### src/rtl/bb_sgpio_target_if.sv
// SGPIO serial link from the initiator to the target.
// Carries the SCLK, SLOAD and SDATAOUT lines.
interface bb_sgpio_target_if;
  logic SGPIO_CK_IN;
  logic SGPIO_LD_IN;
  logic SGPIO_DATA_IN;

  modport master (output SGPIO_CK_IN, SGPIO_LD_IN, SGPIO_DATA_IN);
  modport slave  (input  SGPIO_CK_IN, SGPIO_LD_IN, SGPIO_DATA_IN);
endinterface

### src/rtl/bb_sgpio_target.sv
// SGPIO target: decodes the serial drive-LED stream into per-drive active-low ACT/LOC/FAIL outputs.
// Define SGPIO_LOCFAIL_EN to decode LOC/FAIL; otherwise only ACT is decoded and LOC/FAIL outputs stay all-ones.
module bb_sgpio_target #(
  parameter int HDD_NUM     = 36,
  parameter int TIMEOUT_CYC = 250000
) (
  input  logic               SYSCLK,
  input  logic               RESET_N,
  bb_sgpio_target_if.slave   sgpio,
  output logic [HDD_NUM-1:0] DRV_ACT_LED_N,
  output logic [HDD_NUM-1:0] DRV_LOC_LED_N,
  output logic [HDD_NUM-1:0] DRV_FAIL_LED_N,
  output logic               FRAME_OK,
  output logic               FRAME_ERR,
  output logic               LINK_UP
);
  localparam int FLEN = 3 * HDD_NUM;
  localparam int CW   = $clog2(FLEN + 1);
  localparam int TW   = $clog2(TIMEOUT_CYC + 1);
  localparam int DW   = (HDD_NUM > 1) ? $clog2(HDD_NUM) : 1;

  localparam logic [CW-1:0] LAST_BIT = CW'(FLEN - 1);
  localparam logic [CW-1:0] FLEN_CNT = CW'(FLEN);
  localparam logic [TW-1:0] TO_MAX   = TW'(TIMEOUT_CYC);
  localparam logic [TW-1:0] TO_LAST  = TW'(TIMEOUT_CYC - 1);

  typedef enum logic [1:0] {SYNC, RECV, OVERRUN} state_t;

  state_t             state_q, state_d;
  logic               ck_s1, ck_s2, ld_s1, ld_s2, data_s1, data_s2;
  logic [2:0]         ck_hist;
  logic               ck_fall, timeout_hit;
  logic [CW-1:0]      cnt_q, cnt_d;
  logic [DW-1:0]      drv_q, drv_d;
  logic [1:0]         fld_q, fld_d;
  logic [TW-1:0]      to_q;
  logic               store, commit, err;
  logic [HDD_NUM-1:0] act_sh, act_nx;

  // Two-flop synchronizers plus a short history of the synced clock for edge qualification
  always_ff @(posedge SYSCLK or negedge RESET_N) begin
    if (!RESET_N) begin
      ck_s1   <= 1'b0;
      ck_s2   <= 1'b0;
      ld_s1   <= 1'b0;
      ld_s2   <= 1'b0;
      data_s1 <= 1'b0;
      data_s2 <= 1'b0;
      ck_hist <= '0;
    end else begin
      ck_s1   <= sgpio.SGPIO_CK_IN;
      ck_s2   <= ck_s1;
      ld_s1   <= sgpio.SGPIO_LD_IN;
      ld_s2   <= ld_s1;
      data_s1 <= sgpio.SGPIO_DATA_IN;
      data_s2 <= data_s1;
      ck_hist <= {ck_hist[1:0], ck_s2};
    end
  end

  // Requiring two highs then two lows rejects single-cycle glitches on SCLK
  assign ck_fall     = ({ck_hist, ck_s2} == 4'b1100);
  assign timeout_hit = !ck_fall && (to_q == TO_LAST);

  always_ff @(posedge SYSCLK or negedge RESET_N) begin
    if (!RESET_N)             to_q <= '0;
    else if (ck_fall)         to_q <= '0;
    else if (to_q != TO_MAX)  to_q <= to_q + 1'b1;
  end

  always_ff @(posedge SYSCLK or negedge RESET_N) begin
    if (!RESET_N) begin
      state_q <= SYNC;
      cnt_q   <= '0;
      drv_q   <= '0;
      fld_q   <= '0;
    end else begin
      state_q <= state_d;
      cnt_q   <= cnt_d;
      drv_q   <= drv_d;
      fld_q   <= fld_d;
    end
  end

  // drv/fld track cnt as drive index and position within the 3-bit group, avoiding a divider
  always_comb begin
    state_d = state_q;
    cnt_d   = cnt_q;
    drv_d   = drv_q;
    fld_d   = fld_q;
    store   = 1'b0;
    commit  = 1'b0;
    err     = 1'b0;
    if (timeout_hit) begin
      state_d = SYNC;
      cnt_d   = '0;
      drv_d   = '0;
      fld_d   = '0;
    end else if (ck_fall) begin
      unique case (state_q)
        SYNC: begin
          if (ld_s2) begin
            state_d = RECV;
            cnt_d   = '0;
            drv_d   = '0;
            fld_d   = '0;
          end
        end
        RECV: begin
          store = 1'b1;
          if (ld_s2) begin
            if (cnt_q == LAST_BIT) commit = 1'b1;
            else                   err    = 1'b1;
            cnt_d = '0;
            drv_d = '0;
            fld_d = '0;
          end else if (cnt_q == LAST_BIT) begin
            state_d = OVERRUN;
            cnt_d   = FLEN_CNT;
          end else begin
            cnt_d = cnt_q + 1'b1;
            if (fld_q == 2'd2) begin
              fld_d = '0;
              drv_d = drv_q + 1'b1;
            end else begin
              fld_d = fld_q + 1'b1;
            end
          end
        end
        OVERRUN: begin
          if (ld_s2) begin
            err     = 1'b1;
            state_d = RECV;
            cnt_d   = '0;
            drv_d   = '0;
            fld_d   = '0;
          end
        end
        default: state_d = SYNC;
      endcase
    end
  end

  // Commit uses the next shadow value so the final bit of the frame is included
  always_comb begin
    act_nx = act_sh;
    if (store && (fld_q == 2'd0)) act_nx[drv_q] = data_s2;
  end

  always_ff @(posedge SYSCLK or negedge RESET_N) begin
    if (!RESET_N) begin
      act_sh        <= '0;
      DRV_ACT_LED_N <= '1;
      FRAME_OK      <= 1'b0;
      FRAME_ERR     <= 1'b0;
      LINK_UP       <= 1'b0;
    end else begin
      act_sh    <= act_nx;
      FRAME_OK  <= commit;
      FRAME_ERR <= err;
      if (timeout_hit) begin
        LINK_UP       <= 1'b0;
        DRV_ACT_LED_N <= '1;
      end else if (commit) begin
        LINK_UP       <= 1'b1;
        DRV_ACT_LED_N <= ~act_nx;
      end
    end
  end

`ifdef SGPIO_LOCFAIL_EN
  logic [HDD_NUM-1:0] loc_sh, loc_nx, fail_sh, fail_nx;

  always_comb begin
    loc_nx  = loc_sh;
    fail_nx = fail_sh;
    if (store && (fld_q == 2'd1)) loc_nx[drv_q]  = data_s2;
    if (store && (fld_q == 2'd2)) fail_nx[drv_q] = data_s2;
  end

  always_ff @(posedge SYSCLK or negedge RESET_N) begin
    if (!RESET_N) begin
      loc_sh         <= '0;
      fail_sh        <= '0;
      DRV_LOC_LED_N  <= '1;
      DRV_FAIL_LED_N <= '1;
    end else begin
      loc_sh  <= loc_nx;
      fail_sh <= fail_nx;
      if (timeout_hit) begin
        DRV_LOC_LED_N  <= '1;
        DRV_FAIL_LED_N <= '1;
      end else if (commit) begin
        DRV_LOC_LED_N  <= ~loc_nx;
        DRV_FAIL_LED_N <= ~fail_nx;
      end
    end
  end
`else
  assign DRV_LOC_LED_N  = '1;
  assign DRV_FAIL_LED_N = '1;
`endif

endmodule
### src/flat_wrapper.sv
// flat-port wrapper written by rule: the top's interface ports become plain ports
module bb_sgpio_target_flat 
#(
  parameter int HDD_NUM     = 36,
  parameter int TIMEOUT_CYC = 250000
)
  (SYSCLK, RESET_N, DRV_ACT_LED_N, DRV_LOC_LED_N, DRV_FAIL_LED_N, FRAME_OK, FRAME_ERR, LINK_UP, sgpio_SGPIO_CK_IN, sgpio_SGPIO_LD_IN, sgpio_SGPIO_DATA_IN);
  bb_sgpio_target_if sgpio_i ();
  input  logic SYSCLK;
  input  logic RESET_N;
  output logic [HDD_NUM-1:0] DRV_ACT_LED_N;
  output logic [HDD_NUM-1:0] DRV_LOC_LED_N;
  output logic [HDD_NUM-1:0] DRV_FAIL_LED_N;
  output logic FRAME_OK;
  output logic FRAME_ERR;
  output logic LINK_UP;
  input wire logic [$bits(sgpio_i.SGPIO_CK_IN)-1:0] sgpio_SGPIO_CK_IN;
  input wire logic [$bits(sgpio_i.SGPIO_LD_IN)-1:0] sgpio_SGPIO_LD_IN;
  input wire logic [$bits(sgpio_i.SGPIO_DATA_IN)-1:0] sgpio_SGPIO_DATA_IN;
  assign sgpio_i.SGPIO_CK_IN = sgpio_SGPIO_CK_IN;
  assign sgpio_i.SGPIO_LD_IN = sgpio_SGPIO_LD_IN;
  assign sgpio_i.SGPIO_DATA_IN = sgpio_SGPIO_DATA_IN;
  bb_sgpio_target #(.HDD_NUM(HDD_NUM), .TIMEOUT_CYC(TIMEOUT_CYC)) u_core (.SYSCLK(SYSCLK), .RESET_N(RESET_N), .sgpio(sgpio_i), .DRV_ACT_LED_N(DRV_ACT_LED_N), .DRV_LOC_LED_N(DRV_LOC_LED_N), .DRV_FAIL_LED_N(DRV_FAIL_LED_N), .FRAME_OK(FRAME_OK), .FRAME_ERR(FRAME_ERR), .LINK_UP(LINK_UP));
endmodule
### config.mk
export PLATFORM = sky130hd
export DESIGN_NAME = bb_sgpio_target_flat
export DESIGN_NICKNAME = d
export VERILOG_FILES = /design/src/rtl/bb_sgpio_target_if.sv /design/src/rtl/bb_sgpio_target.sv /design/src/flat_wrapper.sv
export SDC_FILE = /design/constraint.sdc
export NUM_CORES = 1
export LEC_CHECK = 0
export ABC_AREA = 1
export BUFFER_PORTS_ARGS = -buffer_cell sky130_fd_sc_hd__buf_2
export CAP_MARGIN = 20
export CORE_ASPECT_RATIO = 1.1
export CORE_MARGIN = 8
export CORE_UTILIZATION = 25
export DETAILED_ROUTE_END_ITERATION = 10
export PLACE_DENSITY = 0.52
export SLEW_MARGIN = 15
export SYNTH_ARGS = -nofsm -noshare
export SYNTH_HDL_FRONTEND = slang
export SYNTH_SLANG_ARGS = --single-unit
### constraint.sdc
create_clock -name SYSCLK -period 2 [get_ports SYSCLK]
set_input_delay 0.4 -clock SYSCLK [delete_from_list [all_inputs] [get_ports SYSCLK]]
set_output_delay 0.4 -clock SYSCLK [all_outputs]
set_load 0.005 [all_outputs]
==> out/qor.txt <==
setup_tns - 0 ns
critical path class - reg -> reg
Vias - 5,269
global routing's busiest layer - met2
Longest Clk Path Bufs - 2
Fillers - 2,805
die area - 0.03206 sq mm
Critical Path End - u_core.drv_q[1]$_DFFE_PN0P_
count of warnings emitted by yosys - 0
maxcap violations - 0
arrival time of the worst setup path - 2.09 ns
area growth from synthesis to layout - 17.30%
ratio of cells with drive above 1 in the final layout - 18.22%
Reg area - 0.003023 sq mm
initial core utilization - 25.42%
main flop type after synthesis - dfrtp_1
All-Layer GR Usage - 10.37%
Hold Path Stages - 1
DRT antenna net count - 0
Post-synth EDFFs - 0
crit-path max FO - 10
Tmin final - 1.793 ns
worst relative slew slack - 65.26%
RR Startpoint - u_core.state_q[0]$_DFFE_PN0P_
Slew Viols, Final - 0
cell family with most CP delay - simple AND/OR/NAND/NOR gates
flop2flop setup slack - 0.21 ns
I/O Pins - 116
Cells after Synth - 832
CTS sink count - 119
most used cell, CP - nand2_1
crit path capture type - register
Peak supply drop - 0.6532 mV
Mean Syn Cell Area - 7.987 sq um
Hold Path Class - in -> reg
PwrDens - 848.9 mW/mm^2
grt met3 use - 2.301%
most frequent cells in the layout - 190 x nand2_1, 106 x inv_1, 106 x nand3_1
FFs w/ async S/R, synth - 100.0%
unrepaired setup endpoints after global routing - no
htree depth - 4
CP startpoint - u_core.state_q[0]$_DFFE_PN0P_
vias per std cell - 4.172
initial antenna violation count - 0
first-pass GRT wire length - 26,750 um
met2 Use GR - 16.74%
sequential area share after synthesis - 45.49%
Worst R2R Path Depth - 10
Die Y - 187.0 um
met1 Track Usage GR - 13.01%
core area - 0.02614 sq mm
Critical Path Stages - 10
grt total ovfl - 0
status - completed
final number of hold-violating endpoints - 0
Total Wirelength - 16,100 um
Num CTS Buffers - 17
IO Port Bufs - 43
worst skew pair latency - 0.42 ns
largest net degree at the start of global routing - 51
Multi-input gate area - 0.002809 sq mm
Critical Path, Cell by Cell - inv_1 -> ha_1 -> inv_1 -> nand2_1 -> a21oi_1 -> nand2_2 -> nand2_4 -> nand2_2 -> nand2_1 -> nand2_1
diode count - 0
GPL Wtd Cong - 0.8293
DRC viols - 0
drt first pass iters - 4
vias in the first global route - 5,222
Initial DRC Count - 310
period utilization - 89.64%
Critical Path Start Type - register
Final nets - 913
fmax - 0.5578 GHz
utilization after layout - 29.82%
Finish-stage setup viols - 0
Worst-Margin Slew - 0.5206 ns
Buf/Inv on CP - 2
Die Span X - 171.5 um
clk_skew - 0.01497 ns
post-synthesis cell type count - 33
commonest non-fill, non-tap cell in the layout - nand2_1
hold_ws - 0.08685 ns
dpl hpwl - 11,660 um
R2R Path End - u_core.drv_q[1]$_DFFE_PN0P_
total power - 6.617 mW
routed len/inst - 12.75 um
Leak - 4.010 nW
required time worst endpoint - 2.30 ns
cell area after synthesis - 0.006645 sq mm
crit path max-delay cell type - dfrtp_1
row cnt - 62
CTS tree - yes
delay of the slowest cell on the worst path - 0.40 ns
FF+latch count, synth - 119
Root Buffer Master - clkbuf_16
Clock transition at path regs - 0.06 ns
cell families (layout without fill, tap and decap cells):
kind of cell / after synthesis / count (layout) / synth area share, %
buffers and inverters: 209 / 217 / 16.76
AOI/OAI and AO/OA: 90 / 90 / 7.682
other: 1 / 72 / 0.05643
xor gates and xnor gates: 6 / 6 / 0.7908
DFF: 119 / 119 / 45.49
adders and majority gates: 8 / 8 / 1.506
and+or+nand+nor: 399 / 399 / 27.72
layer usage:
metal  vias to the layer above  part of all wire, %  wire, um
met5                         -                    0         0
met4                         0                  2.1       338
met3                        19                  6.1       981
met2                       118                   46      7343
met1                      2467                   46      7436
li1                       2665                    -         -
final cells by class:
class                   count  share of cell area, %
repair buffers             74                  6.661
clock buffers              21                  5.778
clock inverters             9                  1.621
inverters                 113                  5.474
flip-flops and latches    119                  38.78
multi-input cells         575                  36.04
well taps                 352                  5.650
through the flow:
step	instance area, sq um	cells	worst slack (ns)
final	7795	1263	0.2073
after global placement	7152	1230	0.09142
after floorplan	6912	903	0.3560
after detailed placement	7152	1230	0.1120
after global routing	7795	1263	0.007180
after CTS	7739	1261	0.1041
synthesized netlist by cell type (7+ instances only):
library cell | number | area, sq um
nand2_1 | 190 | 713.2
dfrtp_1 | 83 | 2077
o21ai_1 | 27 | 135.1
buf_4 | 79 | 593.1
ha_1 | 8 | 100.1
nand4_1 | 11 | 68.82
dfstp_2 | 36 | 945.9
nor2_1 | 39 | 146.4
nand3_1 | 108 | 540.5
buf_2 | 8 | 40.04
o21ai_0 | 28 | 140.1
nor3_1 | 7 | 35.03
nand3b_1 | 23 | 172.7
inv_1 | 106 | 397.9
a21oi_1 | 13 | 65.06
nor2_2 | 7 | 43.79
o21bai_1 | 14 | 105.1
worst min path at each step:
| stage | slack [ns] | endpoint | start |
|---|---|---|---|
| floorplan | 0.10 | u_core.FRAME_ERR$_DFF_PN0_ | RESET_N |
| detailed placement | 0.33 | u_core.to_q[15]$_DFFE_PN0P_ | RESET_N |
| global placement | 0.34 | u_core.to_q[15]$_DFFE_PN0P_ | RESET_N |
| finish | 0.09 | u_core.ld_s1$_DFF_PN0_ | sgpio_SGPIO_LD_IN |
| global route | 0.07 | u_core.ld_s1$_DFF_PN0_ | sgpio_SGPIO_LD_IN |
| CTS | 0.07 | u_core.ld_s1$_DFF_PN0_ | sgpio_SGPIO_LD_IN |
power by group:
group	switching, mW	leakage [nW]	internal, mW	total [mW]
Combinational	0.595	2.23	0.299	0.895
Sequential	0.128	1.49	2.54	2.67
Clock	1.08	0.283	1.97	3.05
Total	1.80	4.01	4.81	6.62
registers in the layout (all words and copies together), names as in the netlist:
| register | flops |
|---|---|
| u_core.data_s1 | 1 |
| u_core.ld_s2 | 1 |
| u_core.state_q | 2 |
| u_core.FRAME_OK | 1 |
| u_core.ck_s1 | 1 |
| u_core.FRAME_ERR | 1 |
| u_core.ld_s1 | 1 |
| u_core.fld_q | 2 |
| u_core.ck_hist | 3 |
| u_core.act_sh | 36 |
| u_core.DRV_ACT_LED_N | 36 |
| u_core.cnt_q | 7 |
| u_core.data_s2 | 1 |
| u_core.LINK_UP | 1 |
| u_core.to_q | 18 |
| u_core.ck_s2 | 1 |
| u_core.drv_q | 6 |
timing repair:
item                                    in CTS  in global routing
hold buffers                                 1                  0
resized for setup                            0                  8
setup buffers                                0                  2
endpoints found under the setup margin       0                 35
endpoints found under the hold margin       21                  0
(Power assumes the default switching activity.)
